$ cat config.mk
export PLATFORM = sky130hd
export DESIGN_NAME = hazard_ctrl
export DESIGN_NICKNAME = d
export VERILOG_FILES = /design/src/rtl/hazard_ctrl.sv
export SDC_FILE = /design/constraint.sdc
export NUM_CORES = 1
export LEC_CHECK = 0
export ABC_AREA = 1
export BUFFER_PORTS_ARGS = -buffer_cell sky130_fd_sc_hd__buf_2
export CAP_MARGIN = 20
export CORE_AREA = 2 2 66 68
export DETAILED_ROUTE_END_ITERATION = 8
export DIE_AREA = 0 0 68 70
export PLACE_DENSITY = 0.78
export SYNTH_ARGS = -nofsm -noshare
export SYNTH_HDL_FRONTEND = slang
export SYNTH_SLANG_ARGS = --single-unit
$ cat constraint.sdc
create_clock -name Clk -period 1.8 [get_ports Clk]
set_clock_uncertainty 0.1 [all_clocks]
set_input_delay 0.27 -clock Clk [delete_from_list [all_inputs] [get_ports Clk]]
set_output_delay 0.27 -clock Clk [all_outputs]
set_load 0.01 [all_outputs]
$ cat src/rtl/hazard_ctrl.sv
// Hazard and sequencing controller for the 5-stage 16-bit pipeline.
// Drives freeze/flush controls for PC, IF/ID, ID/EX and EX/MEM, selects
// ALU operand forwarding paths, and tracks data-memory wait states with a
// timeout watchdog plus a saturating stall-cycle counter.
module hazard_ctrl #(
    parameter int MEM_TIMEOUT = 16,
    parameter int CNT_W       = 16
) (
    input  logic             Clk,
    input  logic             rst,
    input  logic [3:0]       ID_Src1,
    input  logic [3:0]       ID_Src2,
    input  logic             ID_Src2Valid,
    input  logic [3:0]       EX_Src1,
    input  logic [3:0]       EX_Src2,
    input  logic [3:0]       EX_DstReg,
    input  logic             EX_WBEnable,
    input  logic             EX_MemRead,
    input  logic             EX_BrTaken,
    input  logic [3:0]       MEM_DstReg,
    input  logic             MEM_WBEnable,
    input  logic             MEM_Req,
    input  logic             MEM_Ready,
    input  logic [3:0]       WB_DstReg,
    input  logic             WB_WBEnable,
    output logic             PC_Freeze,
    output logic             IFID_Freeze,
    output logic             IFID_Flush,
    output logic             IDEX_Freeze,
    output logic             IDEX_Flush,
    output logic             EXMEM_Freeze,
    output logic [1:0]       Fwd_Sel1,
    output logic [1:0]       Fwd_Sel2,
    output logic [1:0]       State,
    output logic             MemTimeout,
    output logic [CNT_W-1:0] StallCount
);

    localparam logic [1:0] ST_RUN  = 2'b00;
    localparam logic [1:0] ST_WAIT = 2'b01;
    localparam logic [1:0] ST_ERR  = 2'b10;

    localparam logic [7:0] TIMEOUT_LIM = 8'(MEM_TIMEOUT);

    localparam logic [1:0] FWD_RF  = 2'b00;
    localparam logic [1:0] FWD_MEM = 2'b01;
    localparam logic [1:0] FWD_WB  = 2'b10;

    logic [1:0]       state_q, state_d;
    logic [7:0]       wait_cnt_q, wait_cnt_d;
    logic             timeout_q, timeout_d;
    logic [CNT_W-1:0] stall_cnt_q;

    logic mem_stall;
    logic load_use;

    // Operand source select; the younger EX/MEM result beats the WB value,
    // and register 0 never forwards.
    function automatic logic [1:0] fwd_sel(
        input logic [3:0] src,
        input logic [3:0] mem_dst,
        input logic       mem_wb,
        input logic [3:0] wb_dst,
        input logic       wb_wb
    );
        if (mem_wb && (mem_dst != 4'd0) && (mem_dst == src))
            return FWD_MEM;
        else if (wb_wb && (wb_dst != 4'd0) && (wb_dst == src))
            return FWD_WB;
        else
            return FWD_RF;
    endfunction

    assign mem_stall = MEM_Req & ~MEM_Ready;

    assign load_use = EX_MemRead & EX_WBEnable & (EX_DstReg != 4'd0) &
                      ((EX_DstReg == ID_Src1) |
                       (ID_Src2Valid & (EX_DstReg == ID_Src2)));

    // State, wait counter and sticky timeout flag registers.
    always_ff @(posedge Clk) begin
        if (rst) begin
            state_q    <= ST_RUN;
            wait_cnt_q <= 8'd0;
            timeout_q  <= 1'b0;
        end else begin
            state_q    <= state_d;
            wait_cnt_q <= wait_cnt_d;
            timeout_q  <= timeout_d;
        end
    end

    // Next-state: memory stalls accumulate toward the watchdog limit; ERROR is terminal.
    always_comb begin
        state_d    = state_q;
        wait_cnt_d = wait_cnt_q;
        timeout_d  = timeout_q;
        if (state_q != ST_ERR) begin
            if (mem_stall) begin
                wait_cnt_d = wait_cnt_q + 8'd1;
                if (wait_cnt_d == TIMEOUT_LIM) begin
                    state_d   = ST_ERR;
                    timeout_d = 1'b1;
                end else begin
                    state_d = ST_WAIT;
                end
            end else begin
                state_d    = ST_RUN;
                wait_cnt_d = 8'd0;
            end
        end
    end

    // Pipeline controls in priority order: reset, ERROR, memory stall, branch, load-use.
    always_comb begin
        PC_Freeze    = 1'b0;
        IFID_Freeze  = 1'b0;
        IFID_Flush   = 1'b0;
        IDEX_Freeze  = 1'b0;
        IDEX_Flush   = 1'b0;
        EXMEM_Freeze = 1'b0;
        Fwd_Sel1     = FWD_RF;
        Fwd_Sel2     = FWD_RF;
        if (rst) begin
            IFID_Flush = 1'b1;
            IDEX_Flush = 1'b1;
        end else begin
            Fwd_Sel1 = fwd_sel(EX_Src1, MEM_DstReg, MEM_WBEnable, WB_DstReg, WB_WBEnable);
            Fwd_Sel2 = fwd_sel(EX_Src2, MEM_DstReg, MEM_WBEnable, WB_DstReg, WB_WBEnable);
            if (state_q == ST_ERR || mem_stall) begin
                PC_Freeze    = 1'b1;
                IFID_Freeze  = 1'b1;
                IDEX_Freeze  = 1'b1;
                EXMEM_Freeze = 1'b1;
            end else if (EX_BrTaken) begin
                IFID_Flush = 1'b1;
                IDEX_Flush = 1'b1;
            end else if (load_use) begin
                PC_Freeze   = 1'b1;
                IFID_Freeze = 1'b1;
                IDEX_Flush  = 1'b1;
            end
        end
    end

    // Saturating count of cycles in which the PC was held.
    always_ff @(posedge Clk) begin
        if (rst)
            stall_cnt_q <= '0;
        else if (PC_Freeze && (stall_cnt_q != {CNT_W{1'b1}}))
            stall_cnt_q <= stall_cnt_q + 1'b1;
    end

    assign State      = state_q;
    assign MemTimeout = timeout_q;
    assign StallCount = stall_cnt_q;

endmodule

==> summary.txt <==
Mapped Cells = 287
Max FO, Critical Path = 4
Crit end category = register
Worst Hold Depth = 3
Clk_lat worst skew = 280 ps
Worst flop-to-flop path endpoint = StallCount[11]
Routed length per instance = 11.1 um
Compound-Gate Fraction of Synth Area = 0.106
PD cells = 470 nW/um2
Start of the worst register-to-register path = StallCount[0]
Starting density of the core = 0.471
Setup violators final = 0
Endpoints failing hold = 0
Crit path cell chain = buf_4 -> nand3_1 -> nor3_2 -> inv_2 -> nor3_1 -> nand3_1 -> nand2_1 -> nor2_1
Htree depth = 1
Number of global-route vias before repair = 1903
Final min period = 1700 ps
Largest family of logic cells by synthesized area = simple AND/OR/NAND/NOR gates
Worst rel slew slack = 0.710
Setup Total Neg Slack = 0 ps
IO Pins = 67
Clock sinks = 27
Reg2Reg Setup Slack = 100 ps
Syn_area_per_cell = 6.80 um2
Die ar. = 4760 um2
Worst-path clk slew = 100 ps
Post-synth EDFFs = 0
Place WS = 72.8 ps
Worst Hold Class = primary input to register
Synth cell types = 35
# diodes = 0
Synth Flop Type = dfxtp_1
Cell row count = 24
CTS max path bufs = 2
Synth Register Bits = 27
Slew at the pin closest to its max-slew limit = 429 ps
Final WS setup = 100 ps
Hold WS = 279 ps
P&R area growth vs syn = 26.7%
Largest net degree at the start of global routing = 16
CP required = 1880 ps
Detail Route Antenna Nets = 0
Mapped Area = 1950 um2
CP max stage delay = 360 ps
Post-synthesis simple-gate area fraction = 0.365
DRC = 0
Max capacitance violation total = 0
FILL cells = 403
Critical-path top delay cell = dfxtp_1
IO Port Bufs = 66
Layout cell share with drive strength beyond 1 = 0.324
Hold buffer count at CTS = 0
DR pass1 iterations = 4
Die width = 68 um
Mux share of post-synthesis cell area = 0
Most used cell, CP = nand3_1
Status = finished clean
Fmax = 0.588 GHz
Initial antenna violation count = 0
Hold path start = rst
Gp weighted congestion = 0.887
First-pass GRT wire length = 7.67 mm
Sequential share of the synthesized area = 0.277
Via count = 2069
Worst Hold End = MemTimeout
Core area = 4140 um2
Worst VDD drop = 0.459 mV
Syn Nets = 327
Final worst-path cycle share = 0.944
Synth Area in XOR/XNOR = 0.135
GRT Util Overall = 0.199
Vias/cell = 4.97
YS warnings = 0
Iter 0 DRT Violations = 78
Final WL = 4.60 mm
Post-DP HPWL = 3.68 mm
Delay-heaviest family, CP = simple AND/OR/NAND/NOR gates
Async SR Flop Fraction = 0
Num CTS Buffers = 3
Synth Area in Adders = 0.0128
Total grt overflow = 0
CTS tree = done
Final slew viol count = 0
Leak Pwr = 1.14 nW
Clk root buf = clkbuf_8
Total chip power = 1.16 mW
CP arrival = 1780 ps
CP Buf/Inv Count = 2
Die Span Y = 70 um
CP startpoint kind = register
Critical path class = register to register
Final #Nets = 405
Reg2Reg Depth = 8
[repair_timing]
action	CTS	global route
buffers inserted	0	1
endpoints found under the setup margin	0	21
gates resized for setup	0	11
[synth_stat cells, drive strengths merged, types with 2 or more instances]
cell	count	share of area
nor3	6	0.021
nor4b	2	0.0090
nand3	28	0.090
xnor2	7	0.031
a21oi	19	0.060
inv	37	0.071
and3	2	0.0064
xor2	23	0.10
nand2	67	0.13
dfxtp	27	0.28
buf	7	0.031
nand4	4	0.021
ha	2	0.013
o21ai	7	0.018
nor2	39	0.080
[layout by cell type, fill, tap and decap left out, types with 2 or more instances in the layout]
master and n:
nor3_2 2, nor2_2 3, nand4_1 3, buf_2 66, nand2_4 2, inv_1 33
buf_4 14, inv_2 4, clkbuf_8 3, nor4b_1 2, dfxtp_1 25, o21ai_0 6
xnor2_1 7, dfxtp_2 2, nand3_2 7, nor3_1 4, a21oi_1 13, xor2_1 23
nand3_1 21, and3_1 2, nor2_1 35, nand2_2 2, a21oi_2 6, nand2_1 63
[worst max-delay path by stage]
stage / startpoint / end / slack [ps] / depth (start not counted)
2_1_floorplan: StallCount[0] / StallCount[0] / 140 / 7
3_3_place_gp: EX_DstReg[0] / StallCount[0] / 100 / 11
3_5_place_dp: EX_DstReg[0] / StallCount[2] / 70 / 10
4_1_cts: State[1] / IFID_Freeze / 40 / 7
5_1_grt: StallCount[0] / StallCount[11] / -20 / 8
6_report: StallCount[0] / StallCount[11] / 100 / 8
[flip-flops by register name (all words and copies together), names as in the netlist]
signal / cells
MemTimeout: 1
StallCount: 16
State: 2
wait_cnt_q: 8
[report_power, final]
part / leakage [nW] / total [mW] / switching, mW / internal, mW
combinational: 0.895 / 0.207 / 0.114 / 0.0928
sequential: 0.219 / 0.606 / 0.00399 / 0.602
clock: 0.0255 / 0.348 / 0.193 / 0.155
total: 1.14 / 1.16 / 0.311 / 0.850
[tightest hold or removal path: cells and delay by family]
| kind | cells | cell delay (ps) |
|---|---|---|
| compound gates | 1 | 40 |
| buf+inv | 2 | 300 |
[through the flow]
stage / cell area [um2] / util / instances
after floorplan: 1950 / - / 287
after global placement: 2390 / 0.576 / 411
after detailed placement: 2390 / 0.576 / 411
after CTS: 2430 / 0.588 / 415
after global routing: 2470 / 0.597 / 416
final: 2470 / 0.597 / 416
[area by class of cell]
class	count	area, um2	share of cell area
multi-input combinational	215	1230	0.498
sequential	27	543	0.220
timing repair buffer	81	447	0.181
inverter	37	139	0.0562
tap	52	65.1	0.0263
clock buffer	3	41.3	0.0167
clock inverter	1	5.00	0.00202
[metal layers]
layer  wire [um]  GRT usage
met3         200     0.0419
met1        1970      0.241
met4          36     0.0400
met5           0          0
met2        2390      0.354
[cells by family (layout without fill, tap and decap cells)]
family | Yosys count | count (layout)
adder cells (fa/ha/maj) | 2 | 2
buffers and inverters | 45 | 122
XOR/XNOR | 30 | 30
AO/OA/AOI/OAI | 33 | 33
AND/OR/NAND/NOR | 150 | 150
flip-flops | 27 | 27
Power figures use the tool's default switching activity.
